--- config.mk ---
export PLATFORM = sky130hd
export DESIGN_NAME = prog_loader
export DESIGN_NICKNAME = d
export VERILOG_FILES = /design/src/rtl/prog_loader_pkg.sv /design/src/rtl/prog_loader.sv
export SDC_FILE = /design/constraint.sdc
export NUM_CORES = 1
export LEC_CHECK = 0
export BUFFER_PORTS_ARGS = -buffer_cell sky130_fd_sc_hd__buf_2
export CAP_MARGIN = 20
export CORE_MARGIN = 5
export CORE_UTILIZATION = 58
export DETAILED_ROUTE_END_ITERATION = 10
export MAX_ROUTING_LAYER = met4
export PLACE_DENSITY = 0.83
export SLEW_MARGIN = 10
export SYNTH_ARGS = -nofsm -noshare
export SYNTH_HDL_FRONTEND = slang
export SYNTH_SLANG_ARGS = --single-unit
--- constraint.sdc ---
create_clock -name clk -period 4.6 [get_ports clk]
set_clock_uncertainty 0.05 [all_clocks]
set_input_delay 0.69 -clock clk [delete_from_list [all_inputs] [get_ports clk]]
set_output_delay 0.69 -clock clk [all_outputs]
set_load 0.005 [all_outputs]
--- src/rtl/prog_loader_pkg.sv ---
// Shared types and constants for the boot-time program loader.
// Holds the FSM encoding, length-field encoding and control-strobe decode.
package prog_loader_pkg;

    localparam int PL_DEPTH  = 16;
    localparam int PL_ADDR_W = 4;
    localparam int BUS_W     = 8;

    // A length byte of zero requests a full-RAM load.
    localparam logic [BUS_W-1:0] LEN_FULL_CODE = 8'h00;

    typedef enum logic [2:0] {
        IDLE,
        GET_LEN,
        GET_BYTE,
        WR_ADDR,
        WR_DATA,
        FIN
    } state_t;

    typedef struct packed {
        logic in_ready;
        logic cpu_hold;
        logic bus_oe;
        logic mi_bar;
        logic ri;
        logic done;
    } ctl_t;

    // Control strobes are a pure function of the state being entered, so
    // mi_bar=0 and ri=1 can never coincide and an idle bus never strobes.
    function automatic ctl_t decode_ctl(input state_t s);
        ctl_t c;
        c.in_ready = (s == GET_LEN) || (s == GET_BYTE);
        c.cpu_hold = (s != IDLE);
        c.bus_oe   = (s == WR_ADDR) || (s == WR_DATA);
        c.mi_bar   = (s != WR_ADDR);
        c.ri       = (s == WR_DATA);
        c.done     = (s == FIN);
        return c;
    endfunction

endpackage

--- src/rtl/prog_loader.sv ---
// Boot-time sequencer: fills the CPU program RAM from a byte stream
// through the MAR-load / RAM-write strobes while the CPU is held.
module prog_loader
    import prog_loader_pkg::*;
#(
    parameter int DEPTH  = PL_DEPTH,
    parameter int ADDR_W = PL_ADDR_W
) (
    input  logic             clk,
    input  logic             clr_bar,
    input  logic             load_req,
    input  logic             in_valid,
    input  logic [BUS_W-1:0] in_data,
    output logic             in_ready,
    output logic             cpu_hold,
    output logic             bus_oe,
    output logic [BUS_W-1:0] bus_data,
    output logic             mi_bar,
    output logic             ri,
    output logic             done,
    output logic             err,
    output logic [BUS_W-1:0] chk
);

    localparam int               REM_W      = ADDR_W + 1;
    localparam logic [BUS_W-1:0] DEPTH_BYTE = BUS_W'(DEPTH);

    state_t             state_q, state_d;
    logic [ADDR_W-1:0]  addr_q, addr_d;
    logic [REM_W-1:0]   remaining_q, remaining_d;
    logic [BUS_W-1:0]   hold_q, hold_d;
    logic [BUS_W-1:0]   chk_q, chk_d;
    logic               err_q, err_d;
    ctl_t               ctl_q, ctl_d;
    logic [BUS_W-1:0]   bus_data_q, bus_data_d;
    logic               accept;

    assign accept = in_valid && ctl_q.in_ready;

    always_comb begin
        state_d     = state_q;
        addr_d      = addr_q;
        remaining_d = remaining_q;
        hold_d      = hold_q;
        chk_d       = chk_q;
        err_d       = err_q;

        case (state_q)
            IDLE: begin
                if (load_req) begin
                    state_d = GET_LEN;
                    err_d   = 1'b0;
                    chk_d   = '0;
                    addr_d  = '0;
                end
            end
            GET_LEN: begin
                if (accept) begin
                    if (in_data == LEN_FULL_CODE) begin
                        remaining_d = REM_W'(DEPTH);
                        state_d     = GET_BYTE;
                    end else if (in_data <= DEPTH_BYTE) begin
                        remaining_d = REM_W'(in_data);
                        state_d     = GET_BYTE;
                    end else begin
                        err_d   = 1'b1;
                        state_d = IDLE;
                    end
                end
            end
            GET_BYTE: begin
                if (accept) begin
                    hold_d  = in_data;
                    chk_d   = chk_q ^ in_data;
                    state_d = WR_ADDR;
                end
            end
            WR_ADDR: state_d = WR_DATA;
            WR_DATA: begin
                addr_d      = addr_q + ADDR_W'(1);
                remaining_d = remaining_q - REM_W'(1);
                state_d     = (remaining_q == REM_W'(1)) ? FIN : GET_BYTE;
            end
            FIN:     state_d = IDLE;
            default: state_d = IDLE;
        endcase

        // Outputs are computed for the state being entered and then registered.
        ctl_d = decode_ctl(state_d);
        case (state_d)
            WR_ADDR: bus_data_d = {{(BUS_W - ADDR_W){1'b0}}, addr_d};
            WR_DATA: bus_data_d = hold_d;
            default: bus_data_d = '0;
        endcase
    end

    always_ff @(posedge clk) begin
        if (!clr_bar) begin
            state_q     <= IDLE;
            addr_q      <= '0;
            remaining_q <= '0;
            hold_q      <= '0;
            chk_q       <= '0;
            err_q       <= 1'b0;
            ctl_q       <= decode_ctl(IDLE);
            bus_data_q  <= '0;
        end else begin
            state_q     <= state_d;
            addr_q      <= addr_d;
            remaining_q <= remaining_d;
            hold_q      <= hold_d;
            chk_q       <= chk_d;
            err_q       <= err_d;
            ctl_q       <= ctl_d;
            bus_data_q  <= bus_data_d;
        end
    end

    assign in_ready = ctl_q.in_ready;
    assign cpu_hold = ctl_q.cpu_hold;
    assign bus_oe   = ctl_q.bus_oe;
    assign mi_bar   = ctl_q.mi_bar;
    assign ri       = ctl_q.ri;
    assign done     = ctl_q.done;
    assign bus_data = bus_data_q;
    assign err      = err_q;
    assign chk      = chk_q;

endmodule

-- After elaboration in Yosys (flattened, before gate mapping)
Index checks and enable logic that the tools add are counted.
- $lt $le $gt $ge: 1
- mux-type cells: 24
- eq/ne operators: 17
- add/sub/neg operators: 2
- bitwise logic cells: 1
- reductions and logical operators: 12
- operator list (kind ; number):
    8-bit two-way mux ; 4
    8-bit case mux with 2 select lines ; 2
    5-bit two-way mux ; 3
    3-bit case mux with 5 select lines ; 1
    3-bit by 2-bit == test with 1-bit output (second input constant) ; 4
    3-bit two-way mux ; 4
    2-bit != test (second input constant) ; 5
    5-bit case mux with 2 select lines ; 1
    3-bit == test (second input constant) ; 3
    8-bit by 5-bit less-or-equal comparator with 1-bit output (second input constant) ; 1
    8-bit logical NOT ; 1
    4-bit case mux with 2 select lines ; 1
    8-bit XOR ; 1
    3-bit by 1-bit == test with 1-bit output (second input constant) ; 2
    3-bit AND reduction ; 2
    2-bit nonzero test ; 3
    5-bit by 1-bit == test with 1-bit output (second input constant) ; 1
    5-bit AND reduction ; 1
    5-bit by 1-bit subtractor with 5-bit output (second input constant) ; 1
    4-bit by 1-bit adder with 4-bit output (second input constant) ; 1
    1-bit two-way mux ; 4
    2-bit two-way mux ; 2
    4-bit two-way mux ; 1
    3-bit logical NOT ; 1
    6 further kinds ; 7
- flip-flop bits (word level): 43
- output and inout bits: 23

-- Longest topological paths before layout
Gate-level depths: netlist (run 1).
- depth in word-level cells: 7
- depth in mapped cells: 6
- gate-level depth less buffers: 6

-- Least setup slack after synthesis (run 1)
OpenSTA, ideal clock, no wires.
- kind: input port to flip-flop
- start: in in_data[0]
- end: reg remaining_q[0]
- path buffers: 0
- arrival: 1924 ps
- stages on the path: 4
- path slack: 2506 ps
- data required time: 4430 ps
- cells stage by stage: o41ai_1 > nand4_2 > and3_1 > o31a_1
- longest elaborated chain between the ends: 4
- elaborated cells between the ends (all ways): 8
- ends and longest elaborated chain (element ; line ; RTL):
    start, declared ; prog_loader.sv:13 ; input logic [BUS_W-1:0] in_data,
    parallel branches: the longest is 4 deep, another holds 8-bit by 5-bit less-or-equal comparator with 1-bit output ; -- ;
    end signal, assigned ; prog_loader.sv:110 ; remaining_q <= remaining_d;
    end, declared ; prog_loader.sv:30 ; logic [REM_W-1:0] remaining_q, remaining_d;
Several ways; the timed one is not identified. The select of a mux whose other input is x is not followed.
A chain may end at the register's enable or synchronous reset.

-- Final worst setup path (run 1)
- start: reg state_q[2]
- end: reg bus_data_q[3], in the netlist bus_data[3]
- longest elaborated chain between the ends: 4
- elaborated cells between the ends (all ways): 14
- ends and longest elaborated chain (element ; line ; RTL):
    start, declared ; prog_loader.sv:28 ; state_t state_q, state_d;
    start signal, assigned ; prog_loader.sv:108 ; state_q <= state_d;
    3-bit == test (tied with other cells) ; prog_loader.sv:48 ; case (state_q)
    3-bit case mux with 5 select lines ; prog_loader.sv:48 ;
    3-bit == test or 3-bit by 2-bit == test with 1-bit output (tied branches) ; prog_loader.sv:90 ; case (state_d)
    8-bit case mux with 2 select lines (*) ; prog_loader.sv:90 ;
    end signal, assigned ; prog_loader.sv:115 ; bus_data_q <= bus_data_d;
    end, declared ; prog_loader.sv:35 ; logic [BUS_W-1:0] bus_data_q, bus_data_d;
Every way passes the cells marked *; elsewhere a longest branch is shown, timed or not.

==> results.cfg, run 1 <==
[status]
status = finished clean

[die]
die_w_um = 66.1
rows = 20
fp.dieArea_um2 = 4370
num_io_pins = 35
dieHeight_um = 66.1
initial_core_util_pct = 60.2
core_um2 = 3030

[layout]
area_growth_pct = 13.7
layout_common_cells = dfxtp_1 (43), buf_2 (34), nor2_1 (20), nand2_1 (20)
postLayoutCoreUtil_pct = 68.5
fin_nets = 243
drive_gt1_share_pct = 21.4
multi_input_area_um2 = 873
layout_commonest_cell = dfxtp_1
diodes = 0
fill_cells = 273
seq_area_um2 = 861

[clock_tree]
clk_latency_ps = 360
cts_inserted_buffers = 5
cts-resized-gates = 0
htreeDepth = 2
cts_buffer_depth = 2
cts_tree = done
cts-root-buf = clkbuf_4
cts_hold_buf = 0
clk_pin_slew_worst_paths_ps = 130
post-cts-setup-buffers = 0
cts.sinks = 43

[power_and_ir_drop]
leakage_nw = 0.963
power_frac_seq_pct = 57.0
cellPowerDensity_nw_per_um2 = 325
p_sw_share_pct = 23.8
pwr-share-comb_pct = 7.3
ir_worst_vdd_v = 0.000142
netSwitchingPower_uw = 161
p_int_uw = 515
clockPowerShare_pct = 35.7

[global_route]
grtUsageTotal_pct = 19.8
grt_pass1_wl_um = 6460
grt-ovfl-total = 0
grt_max_degree = 22
grt_pass1_vias = 1492
antenna_found_initial = 0

[drt]
wl_um = 3760
firstDrtPassIters = 4
drt_iter0_markers = 46
drtAntennaViolNets = 0
post-route-drc-count = 0
vias = 1510
drt-vias-per-instance = 5.53
avgRoutedWirePerCell_um = 13.8

[yosys]
synth_cell_types = 46
yosysWarningCount = 0
syn-cell-area_um2 = 1820
syn_area_per_cell_um2 = 9.21
synth_nets = 213
ys_async_sr_fraction_pct = 0
synth_edf_count = 0
synth_ff_type = dfxtp_1
synth-seq-area-share_pct = 47.2
syn_inst = 198
synth-seq-cells = 43

[sta]
slew_headroom_pct = 56.0
tightest_slew_ps = 658
final-setup-viol-count = 0
timing.final.crit_share_pct = 46.4
whs_ps = 430
fin_crit_ps = 2140
hold_viol_final = 0
finalSetupTns_ps = 0
rsz0062_at_grt = no
fmax_ghz = 0.468
maxSlewViolCount = 0

[critical_path]
crit_arrival_ps = 2330
cp.required_ps = 4790
reg2reg_to = bus_data[3]
path_cells = nor2_1, nand3_1, mux2i_1, o22ai_1
timing.rr.start = state_q[2]
critPathMaxStageDelay_ps = 550
crit_slowest_cell = nor2_1
start_kind = flop
end_kind = flop
r2r_setup_slack_ps = 2460
crit_type = reg2reg
reg2regPathDepth = 4
crit_fanout = 11

[worst_hold_path]
min_from = hold_q[2]
hold_class = reg2reg
hold_depth = 2
hold_end = hold_q[2]

[placed_design]
hpwl_um = 2720
gp_congestion = 0.880
portBuffers = 34

[run]
max_cap_violations = 0
## cell families (layout without fill, tap and decap cells)
family,after synthesis,count (layout),synth area share (%)
xor gates and xnor gates,10,10,4.80
adders and majority gates,3,3,2.06
DFF,43,43,47.2
and+or+nand+nor,74,74,21.3
muxes,7,7,3.91
buffers and inverters,20,51,4.94
AOI/OAI and AO/OA,41,41,15.8
## area by class of cell
type,instances,area share [%]
clock inverter,3,2.11
sequential,43,41.5
timing repair buffer,34,8.20
clock buffer,5,1.81
multi-input combinational,135,42.1
tap,44,2.65
inverter,9,1.63
## power groups by stage
stage | Combinational [mW] | Clock, mW | Sequential, mW
finish | 0.0494 | 0.241 | 0.385
floorplan | 0.0327 | 0 | 0.392
CTS | 0.0496 | 0.245 | 0.385
global route | 0.0554 | 0.262 | 0.386
global placement | 0.0483 | 0 | 0.393
detailed placement | 0.0494 | 0 | 0.393
## critical path, delay by kind of cell, from the launching register on
kind	cells	cell delay, ps
AOI/OAI and AO/OA	1	100
muxes	1	360
DFF	1	410
and+or+nand+nor	2	1090
## state kept, by name, summed over array words and instances (netlist names)
name,cells
addr_q,4
err,1
cpu_hold,1
hold_q,8
done,1
remaining_q,5
bus_oe,1
chk,8
mi_bar,1
bus_data,8
ri,1
in_ready,1
state_q,3
## through the flow
| stage | total power, mW | cells | area [um^2] | setup slack, ps |
|---|---|---|---|---|
| floorplan | 0.425 | 198 | 1820 | 2510 |
| global placement | 0.441 | 265 | 1990 | 2270 |
| detailed placement | 0.443 | 265 | 1990 | 2200 |
| CTS | 0.679 | 273 | 2070 | 2510 |
| global route | 0.704 | 273 | 2070 | 2280 |
| finish | 0.675 | 273 | 2070 | 2460 |
## per-layer routing
metal	GRT usage (%)	part of all wire (%)	wire [um]
met1	22.6	45	1680
met2	32.3	47	1780
met3	4.08	5.1	192
met4	10.9	2.9	111
met5	-	0	0
## worst max-delay path by stage
stage | startpoint | endpoint | slack, ps | depth (start not counted)
2_1_floorplan | in_data[0] | remaining_q[0] | 2510 | 4
3_5_place_dp | in_data[1] | remaining_q[0] | 2200 | 5
4_1_cts | state_q[2] | bus_data[3] | 2510 | 4
3_3_place_gp | in_data[1] | remaining_q[0] | 2270 | 5
5_1_grt | state_q[2] | bus_data[3] | 2280 | 4
6_report | state_q[2] | bus_data[3] | 2460 | 4
## synthesized netlist by cell type, drive strengths merged (2+ instances only)
cell type	instances	area, um^2
clkbuf	5	18.8
xor2	9	78.8
nor3	3	15.0
inv	9	33.8
o211ai	8	60.1
dfxtp	43	861
ha	3	37.5
o21ai	3	15.0
nand2	20	75.1
mux2i	6	60.1
nand3	5	25.0
or4b	2	20.0
nor2b	9	56.3
nor3b	2	20.0
nor2	20	75.1
o2bb2ai	3	26.3
a21oi	7	35.0
and3	6	42.5
o22ai	3	18.8
o21a	4	30.0
buf	6	37.5
a21boi	3	22.5
Note: power is estimated with default switching activity, not from simulation.
==> run 2, diff against run 1 <==
- CORE_UTILIZATION: 58 -> 48
- PLACE_DENSITY: 0.83 -> 0.74
- clock period: 4.6 -> 1.9 ns (I/O delays scaled with it)
==> run 2 against run 1 <==
Non-clock buffer count up 16. Core utilization shrank 7.6 points. Maximum frequency is 20% higher. Critical path depth stayed put. First-iteration DRC count rose to 2.9 times the previous value. Via count is 0.53% higher. Routed wire length up 9.9%. Register-to-register slack worse by 2300 ps. Clock power grew 150%. Cell area is 7.4% higher. Largest cell class unchanged. Largest power group unchanged.
==> results.cfg, run 2 (synthesis results as in run 1) <==
[worst_hold_path]
hold_depth = 3
hold_class = in2reg
min_from = clr_bar
hold_end = remaining_q[1]

[global_route]
grt_pass1_wl_um = 6770
grt_pass1_vias = 1510
grt_max_degree = 16
grtUsageTotal_pct = 17.0
grt-ovfl-total = 0
antenna_found_initial = 0

[placed_design]
dp.cells = 285
portBuffers = 34
gp_congestion = 0.860
hpwl_um = 3050
placed_area_um2 = 2120
dp_slack_ps = 35.6

[sta]
slew_headroom_pct = 65.0
maxSlewViolCount = 0
timing.final.crit_share_pct = 93.3
fin_crit_ps = 1770
hold_viol_final = 0
finalSetupTns_ps = 0
rsz0062_at_grt = no
final-setup-viol-count = 0
whs_ps = 238
tightest_slew_ps = 519
setup_slack_ps = 128
fmax_ghz = 0.564

[drt]
drtAntennaViolNets = 0
drt_iter0_markers = 133
wl_met1_um = 1920
topRoutingLayerUsed = met4
vias = 1518
wl_um = 4140
wl_met2_um = 1910
avgRoutedWirePerCell_um = 14.1
post-route-drc-count = 0
drt-vias-per-instance = 5.18
wl_met3_um = 281
firstDrtPassIters = 5

[die]
die_w_um = 71.7
num_io_pins = 35
core_um2 = 3660
fp.dieArea_um2 = 5130
initial_core_util_pct = 49.8
rows = 22
dieHeight_um = 71.7

[clock_tree]
cts-root-buf = clkbuf_8
cts_tree = done
htreeDepth = 2
post-cts-setup-buffers = 0
cts.sinks = 43
cts_hold_buf = 0
clk_pin_slew_worst_paths_ps = 90
clk_latency_ps = 290
cts_buffer_depth = 2
cts_inserted_buffers = 5
cts-resized-gates = 0

[power_and_ir_drop]
ir_worst_vdd_v = 0.000453
leakage_nw = 1.05
cellPowerDensity_nw_per_um2 = 751

[critical_path]
timing.rr.start = state_q[0]
reg2regPathDepth = 4
crit_type = reg2reg
end_kind = flop
r2r_setup_slack_ps = 130
start_kind = flop
crit_fanout = 10
cp-startpoint = state_q[0]
crit_arrival_ps = 1920
cp.required_ps = 2050
reg2reg_to = remaining_q[3]

[layout]
layout_common_cells = dfxtp_1 (43), buf_2 (34), nor2_1 (20), nand2_1 (20), buf_4 (16)
fin_cells = 293
fill_cells = 328
drive_gt1_share_pct = 27.3
layout_commonest_cell = dfxtp_1
diodes = 0
area_growth_pct = 22.2
fin_nets = 259
design_area_um2 = 2230

[run]
max_cap_violations = 0

[status]
status = finished clean
run 2: cell count changes in the layout (fill, tap and decap cells not counted), sizes merged:
cell	previous run	this run
clkinv	2	0
inv	9	10
bufinv	1	0
buf	34	50
clkinvlp	0	2
run 2: per-layer routing:
layer  global-route usage (%)  vias to the layer above
met5                        -                        -
met4                     6.26                        0
met3                     3.65                        2
met2                     28.3                       52
met1                     20.1                      691
li1                         -                      773
run 2: how the worst max path moves through the flow:
stage | end | slack, ps | cells after the start
2_1_floorplan | remaining_q[3] | 60 | 6
3_3_place_gp | cpu_hold | 90 | 5
3_5_place_dp | done | 40 | 5
4_1_cts | cpu_hold | 10 | 5
5_1_grt | remaining_q[3] | 70 | 4
6_report | remaining_q[3] | 130 | 4
run 2: report_power, final:
part           leakage [nW]  internal [mW]  switching (mW)
sequential            0.348          0.917          0.0135
clock                0.0408          0.263           0.336
combinational         0.661         0.0664          0.0772
run 2: layout make-up:
cell class / count / area, um^2 / area share, %
well taps: 48 / 60.1 / 2.70
clock buffers: 5 / 68.8 / 3.09
clock inverters: 3 / 23.8 / 1.07
inverters: 9 / 33.8 / 1.52
multi-input cells: 135 / 891 / 40.0
repair buffers: 50 / 290 / 13.0
flip-flops and latches: 43 / 861 / 38.6
run 2: stage by stage:
step	util, %	total power [mW]
detailed placement	57.9	1.09
finish	60.9	1.67
floorplan	-	1.03
global placement	57.9	1.09
CTS	60.4	1.68
global route	60.9	1.74
run 2: critical path, stage by stage, from the launching register on:
cell     delay, ps
dfxtp_1        400
or3b_1         440
or4_4          430
and3_4         190
o21a_1         170
